`src/rtl/mux_8x1_rr_scheduler_if.sv`:
```
// Bus between the requester front-ends and the 8:1 round-robin mux scheduler.
// Optional lock input exists only when MUX_SCHED_LOCK_EN is defined.
interface mux_8x1_rr_scheduler_if;
  logic       en;
  logic [7:0] req;
  logic [7:0] din;
`ifdef MUX_SCHED_LOCK_EN
  logic       lock;
`endif
  logic [2:0] sel;
  logic [7:0] grant;
  logic       y;
  logic       busy;
  logic       slot_done;

  modport master (
    output en, req, din,
`ifdef MUX_SCHED_LOCK_EN
    output lock,
`endif
    input  sel, grant, y, busy, slot_done
  );

  modport slave (
    input  en, req, din,
`ifdef MUX_SCHED_LOCK_EN
    input  lock,
`endif
    output sel, grant, y, busy, slot_done
  );
endinterface

```
`src/rtl/mux_8x1_rr_scheduler.sv`:
```
// Round-robin scheduler sharing one 8:1 single-bit mux among 8 requesters.
// Define MUX_SCHED_LOCK_EN to add the lock input that holds a slot past SLOT_LEN.
module mux_8x1_rr_scheduler #(
  parameter int unsigned SLOT_LEN = 4,
  parameter int unsigned CNT_W    = 4
) (
  input logic                    clk,
  input logic                    rst,
  mux_8x1_rr_scheduler_if.slave  bus
);

  typedef enum logic {IDLE, HOLD} state_t;

  state_t           state_q, state_d;
  logic [2:0]       ptr_q, ptr_d;
  logic [2:0]       sel_q, sel_d;
  logic [7:0]       grant_q, grant_d;
  logic [CNT_W-1:0] cnt_q, cnt_d;
  logic             slot_done_q, slot_done_d;

  logic [2:0]       pick;
  logic [2:0]       arb_ptr;
  logic             release_slot;
  logic             cnt_expired;

  // First set request bit scanning upward from p, wrapping modulo 8.
  function automatic logic [2:0] rr_pick(input logic [2:0] p, input logic [7:0] r);
    logic [2:0] idx;
    logic       found;
    rr_pick = p;
    found   = 1'b0;
    for (int unsigned i = 0; i < 8; i++) begin
      idx = p + 3'(i);
      if (!found && r[idx]) begin
        rr_pick = idx;
        found   = 1'b1;
      end
    end
  endfunction

`ifdef MUX_SCHED_LOCK_EN
  assign cnt_expired = (cnt_q == '0) && !(bus.lock && bus.req[sel_q]);
`else
  assign cnt_expired = (cnt_q == '0);
`endif

  assign release_slot = cnt_expired || !bus.req[sel_q];

  // On release the pointer advances first, so arbitration uses sel+1 this edge.
  assign arb_ptr = (state_q == HOLD) ? sel_q + 3'd1 : ptr_q;
  assign pick    = rr_pick(arb_ptr, bus.req);

  always_comb begin
    state_d     = state_q;
    ptr_d       = ptr_q;
    sel_d       = sel_q;
    grant_d     = grant_q;
    cnt_d       = cnt_q;
    slot_done_d = 1'b0;
    unique case (state_q)
      IDLE: begin
        if (bus.en && (bus.req != '0)) begin
          state_d = HOLD;
          sel_d   = pick;
          grant_d = 8'(1) << pick;
          cnt_d   = CNT_W'(SLOT_LEN - 1);
        end
      end
      HOLD: begin
        if (release_slot) begin
          slot_done_d = 1'b1;
          ptr_d       = sel_q + 3'd1;
          if (bus.en && (bus.req != '0)) begin
            sel_d   = pick;
            grant_d = 8'(1) << pick;
            cnt_d   = CNT_W'(SLOT_LEN - 1);
          end else begin
            state_d = IDLE;
            grant_d = '0;
          end
        end else if (cnt_q != '0) begin
          cnt_d = cnt_q - 1'b1;
        end
      end
      default: state_d = IDLE;
    endcase
  end

  always_ff @(posedge clk) begin
    if (rst) begin
      state_q     <= IDLE;
      ptr_q       <= '0;
      sel_q       <= '0;
      grant_q     <= '0;
      cnt_q       <= '0;
      slot_done_q <= 1'b0;
    end else begin
      state_q     <= state_d;
      ptr_q       <= ptr_d;
      sel_q       <= sel_d;
      grant_q     <= grant_d;
      cnt_q       <= cnt_d;
      slot_done_q <= slot_done_d;
    end
  end

  assign bus.sel       = sel_q;
  assign bus.grant     = grant_q;
  assign bus.busy      = (state_q == HOLD);
  assign bus.slot_done = slot_done_q;
  assign bus.y         = (grant_q != '0) ? bus.din[sel_q] : 1'b0;

endmodule

```
`src/flat_wrapper.sv`:
```
// flat-port wrapper written by rule: the top's interface ports become plain ports
module mux_8x1_rr_scheduler_flat 
#(
  parameter int unsigned SLOT_LEN = 4,
  parameter int unsigned CNT_W    = 4
)
  (clk, rst, bus_en, bus_req, bus_din, bus_sel, bus_grant, bus_y, bus_busy, bus_slot_done);
  mux_8x1_rr_scheduler_if bus_i ();
  input logic clk;
  input logic rst;
  input wire logic [$bits(bus_i.en)-1:0] bus_en;
  input wire logic [$bits(bus_i.req)-1:0] bus_req;
  input wire logic [$bits(bus_i.din)-1:0] bus_din;
  output wire logic [$bits(bus_i.sel)-1:0] bus_sel;
  output wire logic [$bits(bus_i.grant)-1:0] bus_grant;
  output wire logic [$bits(bus_i.y)-1:0] bus_y;
  output wire logic [$bits(bus_i.busy)-1:0] bus_busy;
  output wire logic [$bits(bus_i.slot_done)-1:0] bus_slot_done;
  assign bus_i.en = bus_en;
  assign bus_i.req = bus_req;
  assign bus_i.din = bus_din;
  assign bus_sel = bus_i.sel;
  assign bus_grant = bus_i.grant;
  assign bus_y = bus_i.y;
  assign bus_busy = bus_i.busy;
  assign bus_slot_done = bus_i.slot_done;
  mux_8x1_rr_scheduler #(.SLOT_LEN(SLOT_LEN), .CNT_W(CNT_W)) u_core (.clk(clk), .rst(rst), .bus(bus_i));
endmodule
```
`config.mk`:
```
export PLATFORM = sky130hd
export DESIGN_NAME = mux_8x1_rr_scheduler_flat
export DESIGN_NICKNAME = d
export VERILOG_FILES = /design/src/rtl/mux_8x1_rr_scheduler_if.sv /design/src/rtl/mux_8x1_rr_scheduler.sv /design/src/flat_wrapper.sv
export SDC_FILE = /design/constraint.sdc
export NUM_CORES = 1
export LEC_CHECK = 0
export ABC_AREA = 1
export CAP_MARGIN = 10
export CORE_ASPECT_RATIO = 1.4
export CORE_MARGIN = 10
export CORE_UTILIZATION = 30
export DETAILED_ROUTE_END_ITERATION = 8
export GPL_TIMING_DRIVEN = 0
export PLACE_DENSITY_LB_ADDON = 0.05
export SLEW_MARGIN = 25
export SYNTH_ARGS = -nofsm -noshare
export SYNTH_HDL_FRONTEND = slang
export SYNTH_SLANG_ARGS = --single-unit
```
`constraint.sdc`:
```
create_clock -name clk -period 7.02 [get_ports clk]
set_input_delay 1.053 -clock clk [delete_from_list [all_inputs] [get_ports clk]]
set_output_delay 1.053 -clock clk [all_outputs]
set_load 0.01 [all_outputs]
```
==> metrics, run 1 <==
syn_nets 408; antenna violations before repair 0; share of cells above drive strength 1 11.67%; synthesized instance count ~390; Hold Path Class reg -> reg; most frequent CP cell clkdlybuf4s50_1; min Tclk post-route 3.707 ns; CP Cell Sequence clkdlybuf4s50_1, o21ai_0, o22ai_1, nand2_1, a22oi_1, clkdlybuf4s50_1; final setup TNS 0 ns; die area approximately 0.011 mm^2; FMAX ~270 MHz; Syn. warnings 0; endpoints failing setup 0; final RePlAce weighted congestion roughly 0.82; die height 121.1 um; clock skew approximately 0.0021 ns; port bufs 32; CTS tree yes; GRT Total Usage 13.55%; Pleak about 1.2 nW; Detailed Route WL 7469 um; worst skew pair latency approximately 0.26 ns; core area 0.007027 mm^2; Worst EP required a little under 6 ns; Clock transition at path regs 0.07 ns; WP data arrival 2.65 ns; Slew headroom a little under two thirds; Peak supply drop 0.2165 mV; Row Count 36; DR iter-0 viols around 120; Pwr Total around 1.0 mW; post_cts resized 0; synthesized cell area 0.002190 mm^2; met3 Use GR ~1.8%; Area growth syn-to-layout 21.94%; clk buf depth 2; type of origin of the critical path primary input; Slew Limit Fails 0; largest net degree at the start of global routing 11; Least-Margin Pin Slew 0.5440 ns; Wirelength per Cell around 15 um; grt met1 use 14.71%; Setup Crit Path Kind in -> out; max_cap viols 0; first-pass GRT wire length 12400 um; clock root buffer clkbuf_8; share of Yosys cell area claimed by the top area cell type between 20% and 30%; syn avg cell area between 5 and 6 um^2; Final nets ~450; Initial Util 31.16%; Yosys top cell by area nand2_1; CTS buffer count 3; FF+latch count, synth 20; dpl hpwl 6105 um; Congestion Overflow GR 0; Slowest cell on crit path clkdlybuf4s50_1; unrepaired setup endpoints after global routing no; largest cells by area after synthesis nand2_1, dfxtp_1, nand3_1; hold-fix buffers at CTS 0; Worst path max stage delay 0.58 ns; Post-CTS Setup Inserts 0; PD cells around 390 mW/mm^2; IO Pins 33; clk sinks 20; status finished clean; endpoints failing hold 0; fin crit share a little over half; drt pass-1 iters 5; # DRC 0; Crit. End Element output port; Bufs and invs on worst path 2; grt met2 use approximately a quarter; Crit Path Max Fanout 1; grt peak-use layer met2; vias in the first global route about 2.5k; via count roughly 2.6k; kind of cell adding the most delay to the critical path buffers and inverters; die boundary width 92.21 um; H-tree lvl count 1; Yosys cell types 34; Seq/Total Area, Yosys 18.29%; Vias/cell 4.951; Post-DRT Antenna Nets 0; n_diodes 0
[worst min-delay path: stages (launching register included)]
cell     delay [ns]
dfxtp_1        0.32
nand2_1        0.06
a21oi_1        0.05
[routing by layer]
| layer | part of all wire, % | vias to the layer above |
|---|---|---|
| li1 | - | 1322 |
| met1 | 41 | 1161 |
| met2 | 53 | 53 |
| met3 | 3.3 | 14 |
| met4 | 3.1 | 0 |
| met5 | 0 | - |
[layout make-up]
type / count / area (um^2)
sequential: 20 / 400.4
timing repair buffer: 32 / 320.3
clock buffer: 3 / 41.29
inverter: 43 / 168.9
multi-input combinational: 313 / 1541
tap: 95 / 118.9
buffer: 9 / 78.83
fill: 842 / 4357
[cells in the final DEF, fill, tap and decap left out, types with 2 or more instances in the layout]
master / instances
nand2_1: 126
nand3_1: 70
inv_1: 37
clkdlybuf4s50_1: 32
nor2_1: 30
o21ai_0: 20
dfxtp_1: 20
nand2_2: 18
a21oi_1: 8
nand4_1: 7
buf_6: 5
inv_2: 4
ha_1: 4
nor4_1: 3
nand3_2: 3
nor2_2: 3
clkbuf_8: 3
nand2_4: 2
buf_4: 2
clkbuf_1: 2
o22ai_1: 2
a31oi_1: 2
a21oi_2: 2
nor2_4: 2
o21ai_1: 2
[kinds of logic (layout without fill, tap and decap cells)]
logic type / Yosys count / in the layout / share of synthesized area (%)
AOI/OAI and AO/OA: 38 / 38 / 9.543
xor gates and xnor gates: 2 / 2 / 0.8001
adders and majority gates: 4 / 4 / 2.286
buffers and inverters: 52 / 87 / 11.31
DFF: 20 / 20 / 18.29
and+or+nand+nor: 269 / 269 / 57.77
[state kept, by name, indices dropped and copies added (netlist names)]
name                  cells
u_core.bus.busy           1
u_core.bus.grant          8
u_core.bus.slot_done      1
u_core.ptr_q              3
u_core.bus.sel            3
u_core.cnt_q              4
[synthesized netlist by cell type]
cell      count
nand4_2       1
xor2_1        1
nand3_1      70
inv_4         1
nor4_1        3
nand3b_1      1
inv_1        37
clkbuf_1      2
a221oi_1      1
o21ai_1       2
nor2_1       30
xnor2_1       1
dfxtp_1      20
buf_6         5
nand3_4       1
o22ai_1       2
nand2_1     126
inv_6         1
nand3_2       3
nor2_2        3
o21ai_0      20
ha_1          4
inv_2         4
a31oi_1       2
a22oi_1       1
nand2_4       2
nand4_1       7
a21oi_1       8
nor2_4        2
nor3_4        1
buf_4         2
nand2_2      18
or2_1         1
a21oi_2       2
[through the flow]
stage                     cells  cell area, um^2  util [%]  hold WS (ns)  setup slack, ns
after floorplan             385             2190         -        0.4564            4.153
after global placement      512             2629     37.41        0.4654            3.262
after detailed placement    512             2629     37.41        0.4682            3.313
after CTS                   515             2670     38.00        0.4796            3.294
after global routing        515             2670     38.00        0.5137            3.203
final                       515             2670     38.00        0.4810            3.313
[final timing paths]
path / start / end / slack, ns / depth (start not counted)
setup reg to reg: u_core.bus.sel[1] / u_core.bus.grant[2] / 3.65 / 23
setup / recovery: bus_din[6] / bus_y / 3.31 / 6
hold / removal: u_core.ptr_q[1] / u_core.ptr_q[1] / 0.48 / 2
hold reg to reg: u_core.ptr_q[1] / u_core.ptr_q[1] / 0.48 / 2
[where the power goes]
| group | internal (mW) | switching [mW] | total [mW] |
|---|---|---|---|
| Clock | 0.0383 | 0.0379 | 0.0762 |
| Sequential | 0.140 | 0.0233 | 0.163 |
| Combinational | 0.265 | 0.528 | 0.793 |
Power figures use the tool's default switching activity.
==> inputs of run 2 (changes only) <==
Clock period 7.02 ns to 3.3 ns, I/O delays scaled along.
==> metrics, run 2 (same netlist as run 1, synthesis figures left out) <==
FMAX 332.6 MHz; Internal Power 0.9930 mW (was 0.4434 mW); # DRC 0 (unchanged); Least-Margin Pin Slew 0.5303 ns (was 0.5440 ns); most frequent CP cell nand2_1 (was clkdlybuf4s50_1); CP Cell Sequence ha_4, nand2_2, nand2_4, buf_4, ha_4, clkinvlp_4, nand3_1, nand2_2, nand2_1, nand2_1, nor2_2, nand3_2, nand2_1, nand2_1, nand2_1, nand2_1, nand2_1, nand2_2, nor2_2, nand2_1, nor2_1, nand2_1, a21oi_2 (was clkdlybuf4s50_1, o21ai_0, o22ai_1, nand2_1, a22oi_1, clkdlybuf4s50_1); clock root buffer clkbuf_8 (unchanged); max_cap viols 0 (unchanged); placed cells 512 (unchanged); min Tclk post-route approximately 3 ns; worst skew pair latency 0.26 ns (about the same); share of cells above drive strength 1 14.18% (was 11.67%); Pleak 1.253 nW (was 1.244 nW); Crit Path Max Fanout 10 (was 1); die area 0.01116 mm^2 (unchanged); Sequential Power Share 15.5% (was 15.8%); Row Count 36 (unchanged); max reg flops 8 (unchanged); core area 0.007027 mm^2 (unchanged); Layout Cells excl Fill 518 (was 515); placed instance area 0.002629 mm^2 (unchanged); Hold Path Class reg -> reg (unchanged); die boundary width 92.21 um (unchanged); combinational share of power 77.4% (was 76.8%); final design area excluding fillers 0.002734 mm^2 (was 0.002670 mm^2); most frequent cells in the layout nand2_1, nand3_1, inv_1 (unchanged); Initial Util 31.16% (unchanged); vias in the first global route 2543 (was 2538); DR iter-0 viols 112 (was 117); final RePlAce weighted congestion 0.8227 (unchanged); R2R cell count 23 (unchanged); antenna violations before repair 0 (unchanged); Final nets 448 (was 445); Slew headroom 64.65% (was 63.73%); first-pass GRT wire length 12410 um (was 12400 um); PD cells 830.2 mW/mm^2 (was 386.7 mW/mm^2); Clk pwr share 7.1% (was 7.4%); largest net degree at the start of global routing 11 (unchanged); Post-DRT Antenna Nets 0 (unchanged); endpoints failing hold 0 (unchanged); Wirelength per Cell 14.42 um (was 14.50 um); Area growth syn-to-layout 24.86% (was 21.94%); Clock transition at path regs 0.07 ns (about the same); Layout Utilization 38.91% (was 38.00%); port bufs 32 (unchanged); Detailed Route WL 7472 um (was 7469 um); CTS buffer count 3 (unchanged); IO Pins 33 (unchanged); endpoints failing setup 0 (unchanged); n_diodes 0 (unchanged); Crit. End Element register (was output port); Peak supply drop 0.4659 mV (was 0.2165 mV); clock skew 0.001830 ns (was 0.002124 ns); unrepaired setup endpoints after global routing no (unchanged); status finished clean (unchanged); die height 121.1 um (unchanged); Congestion Overflow GR 0 (unchanged); Worst EP required 3.50 ns (was 5.97 ns); H-tree lvl count 1 (unchanged); GRT Total Usage 13.56% (was 13.55%); worst hold stages 2 (unchanged); Slew Limit Fails 0 (unchanged); Worst path max stage delay 0.42 ns (was 0.58 ns); Vias/cell 4.919 (was 4.951); dpl hpwl 6105 um (unchanged); clk sinks 20 (unchanged); Net Sw Frac 56.25% (was 57.05%); drt pass-1 iters 4 (was 5); clk buf depth 2 (unchanged); WP data arrival 3.20 ns (was 2.65 ns); Net Sw Power 1.277 mW (was 0.5891 mW); via count 2548 (was 2550); type of origin of the critical path register (was primary input); hold-fix buffers at CTS 0 (unchanged); Slowest cell on crit path dfxtp_2 (was clkdlybuf4s50_1); fin crit share 91.10%; CTS tree yes (unchanged); Setup Crit Path Kind reg -> reg (was in -> out); most common cell after layout, fill and taps aside nand2_1 (unchanged)
==> run 2: final cells by class <==
cell class                      instances  area [um^2]
Tap cell                               95        118.9
Buffer                                  9        78.83
Clock buffer                            3        41.29
Sequential cell                        20        402.9
Fill cell                             839         4293
Inverter                               43        172.7
Timing Repair Buffer                   35        342.8
Multi-Input combinational cell        313         1577
==> run 2: power groups by stage <==
stage / Clock, mW / Combinational [mW] / Sequential, mW
finish: 0.162 / 1.76 / 0.351
global route: 0.172 / 1.98 / 0.359
CTS: 0.167 / 1.70 / 0.350
detailed placement: 0 / 1.69 / 0.354
global placement: 0 / 1.68 / 0.354
floorplan: 0 / 1.19 / 0.361
==> run 2: critical path, delay by kind of cell, from the launching register on <==
family	cells	cell delay (ns)
adders and majority gates	2	0.54
buffers and inverters	2	0.31
AOI/OAI and AO/OA	1	0.11
and+or+nand+nor	18	1.57
DFF	1	0.42
==> run 2: worst paths after layout <==
path                           from                  end  slack, ns
hold / removal      u_core.ptr_q[1]      u_core.ptr_q[1]       0.48
hold reg to reg     u_core.ptr_q[1]      u_core.ptr_q[1]       0.48
setup / recovery  u_core.bus.sel[0]  u_core.bus.grant[2]       0.29
setup reg to reg  u_core.bus.sel[0]  u_core.bus.grant[2]       0.29
==> run 2: metrics by stage <==
| step | setup WS (ns) | power, mW | hold WS [ns] | setup TNS, ns |
|---|---|---|---|---|
| final | 0.2936 | 2.270 | 0.4808 | 0 |
| after global routing | 0.001624 | 2.515 | 0.5137 | 0 |
| after CTS | 0.06297 | 2.215 | 0.4796 | 0 |
| after detailed placement | -0.08070 | 2.041 | 0.4682 | -0.2219 |
| after global placement | -0.06449 | 2.036 | 0.4654 | -0.1916 |
| after floorplan | 0.4327 | 1.556 | 0.4564 | 0 |
==> run 2: what timing repair did <==
item                                    CTS  global route
setup buffers                             0             3
resized for setup                         3             6
pin swaps                                 0             2
endpoints found under the setup margin    7            11
==> run 2: per-layer routing <==
| metal | share of wire, % | routed length (um) | global-route usage, % |
|---|---|---|---|
| met1 | 41 | 3068 | 14.71 |
| met2 | 52 | 3898 | 25.22 |
| met3 | 3.6 | 270 | 1.796 |
| met4 | 3.1 | 233 | 6.190 |
| met5 | 0 | 0 | 0 |
==> inputs of run 3 (changes only) <==
Settings changed: GPL_TIMING_DRIVEN 0 to not set.
==> metrics, run 3 (same netlist as run 1, synthesis figures left out) <==
Internal Power 0.9317 mW (was 0.9930 mW); Crit Path Max Fanout 10 (unchanged); endpoints failing hold 0 (unchanged); Net Sw Power 1.214 mW (was 1.277 mW); CP Cell Sequence buf_4, inv_2, nand2_1, nand2_2, ha_4, inv_1, nand3_1, nand2_1, nand2_1, nand2_1, nor2_2, nand3_1, nand2_1, nand2_1, nand2_1, nand2_1, nand2_1, nand2_2, nor2_2, nand2_1, nor2_1, nand2_1, a21oi_2 (was ha_4, nand2_2, nand2_4, buf_4, ha_4, clkinvlp_4, nand3_1, nand2_2, nand2_1, nand2_1, nor2_2, nand3_2, nand2_1, nand2_1, nand2_1, nand2_1, nand2_1, nand2_2, nor2_2, nand2_1, nor2_1, nand2_1, a21oi_2); type of origin of the critical path register (unchanged); CTS tree yes (unchanged); clock root buffer clkbuf_8 (unchanged); Detailed Route WL 7183 um (was 7472 um); n_diodes 0 (unchanged); worst skew pair latency 0.25 ns (was 0.26 ns); Final nets 440 (was 448); most frequent CP cell nand2_1 (unchanged); WP data arrival 3.09 ns (was 3.20 ns); post_cts resized 0 (was 3); combinational share of power 76.6% (was 77.4%); Worst EP required 3.48 ns (was 3.50 ns); unrepaired setup endpoints after global routing no (unchanged); placed instance area 0.002580 mm^2 (was 0.002629 mm^2); Pleak 1.221 nW (was 1.253 nW); largest net degree at the start of global routing 21 (was 11); port bufs 32 (unchanged); most frequent cells in the layout nand2_1, nand3_1, inv_1 (unchanged); Slew headroom 67.81% (was 64.65%); kind of cell adding the most delay to the critical path simple AND/OR/NAND/NOR gates (unchanged); FMAX 343.4 MHz (was 332.6 MHz); Net Sw Frac 56.57% (was 56.25%); clk sinks 20 (unchanged); Slew Limit Fails 0 (unchanged); Crit. End Element register (unchanged); PD cells 813.7 mW/mm^2 (was 830.2 mW/mm^2); vias in the first global route 2464 (was 2543); Area growth syn-to-layout 20.40% (was 24.86%); via count 2463 (was 2548); core area 0.007027 mm^2 (unchanged); Least-Margin Pin Slew 0.4778 ns (was 0.5303 ns); Pwr Total 2.145 mW (was 2.270 mW); Vias/cell 4.829 (was 4.919); dpl hpwl 6010 um (was 6105 um); # DRC 0 (unchanged); drt pass-1 iters 4 (unchanged); die area 0.01116 mm^2 (unchanged); final setup TNS 0 ns (unchanged); Post-CTS Setup Inserts 0 (unchanged); CTS buffer count 3 (unchanged); hold-fix buffers at CTS 0 (unchanged); Sequential Power Share 16.2% (was 15.5%); share of cells above drive strength 1 11.81% (was 14.18%); Worst path max stage delay 0.40 ns (was 0.42 ns); die height 121.1 um (unchanged); Congestion Overflow GR 0 (unchanged); status finished clean (unchanged); endpoints failing setup 0 (unchanged); Peak supply drop 0.3527 mV (was 0.4659 mV); final design area excluding fillers 0.002636 mm^2 (was 0.002734 mm^2); Hold Path Class reg -> reg (unchanged); die boundary width 92.21 um (unchanged); Wirelength per Cell 14.08 um (was 14.42 um); Row Count 36 (unchanged); GRT Total Usage 13.17% (was 13.56%); Bufs and invs on worst path 3 (was 2); first-pass GRT wire length 12090 um (was 12410 um); antenna violations before repair 0 (unchanged); Clk pwr share 7.1% (about the same); min Tclk post-route 2.912 ns (was 3.006 ns); IO Pins 33 (unchanged); Setup Crit Path Kind reg -> reg (unchanged); Initial Util 31.16% (unchanged); DR iter-0 viols 100 (was 112); fin crit share 88.24% (was 91.10%); Slowest cell on crit path dfxtp_1 (was dfxtp_2); max_cap viols 0 (unchanged); clk buf depth 2 (unchanged); Clock transition at path regs 0.07 ns (about the same); most common cell after layout, fill and taps aside nand2_1 (unchanged); final RePlAce weighted congestion 0.9118 (was 0.8227); H-tree lvl count 1 (unchanged); Post-DRT Antenna Nets 0 (unchanged); max reg flops 8 (unchanged); clock skew 0.004645 ns (was 0.001830 ns)
==> run 3: cell types whose count changed in the layout (fill, tap and decap cells not counted), moves of 2 or more <==
cell	before	now
buf_6	5	0
clkbuf_1	2	0
nand2_1	124	126
nand2_2	20	18
==> run 3: metrics by stage <==
stage	worst slack (ns)	instances	hold WS (ns)	util, %
6_report	0.3881	510	0.4815	37.52
5_1_grt	0.06729	510	0.5115	37.52
4_1_cts	0.1773	510	0.4822	37.30
3_5_place_dp	0.2107	507	0.4711	36.72
3_3_place_gp	0.1679	507	0.4703	36.72
2_1_floorplan	0.4327	385	0.4564	-
==> run 3: worst paths after layout <==
check                    startpoint                  end  slack (ns)  cells after the start
hold / removal      u_core.ptr_q[1]      u_core.ptr_q[1]        0.48                      2
setup / recovery  u_core.bus.sel[0]  u_core.bus.grant[2]        0.39                     23
hold reg to reg     u_core.ptr_q[1]      u_core.ptr_q[1]        0.48                      2
setup reg to reg  u_core.bus.sel[0]  u_core.bus.grant[2]        0.39                     23
==> run 3: layout make-up <==
cell class | instances | area (um^2)
flip-flops and latches | 20 | 402.9
multi-input cells | 313 | 1554
clock buffers | 3 | 41.29
fillers | 826 | 4390
well taps | 95 | 118.9
repair buffers | 36 | 350.3
inverters | 43 | 168.9
==> run 3: power groups by stage <==
stage          logic (mW)  clock network, mW  registers (mW)
3_3_place_gp         1.66                  0           0.355
4_1_cts              1.64              0.161           0.348
2_1_floorplan        1.19                  0           0.361
6_report             1.64              0.153           0.348
5_1_grt              1.88              0.174           0.358
3_5_place_dp         1.64                  0           0.353
==> run 3: worst reg2reg max path, delay by kind of cell, from the launching register on <==
kind	cells	cell delay [ns]
AO/OA/AOI/OAI	1	0.11
adder cells (fa/ha/maj)	1	0.35
AND/OR/NAND/NOR	18	1.61
flip-flops	1	0.40
buffers and inverters	3	0.36
==> run 3: routing by layer <==
metal  vias up  wire length, um  track usage [%]
li1       1318                -                -
met1      1102             2930            14.49
met2        35             3908            25.27
met3         8              214            1.548
met4         0              129            4.062
met5         -                0                0
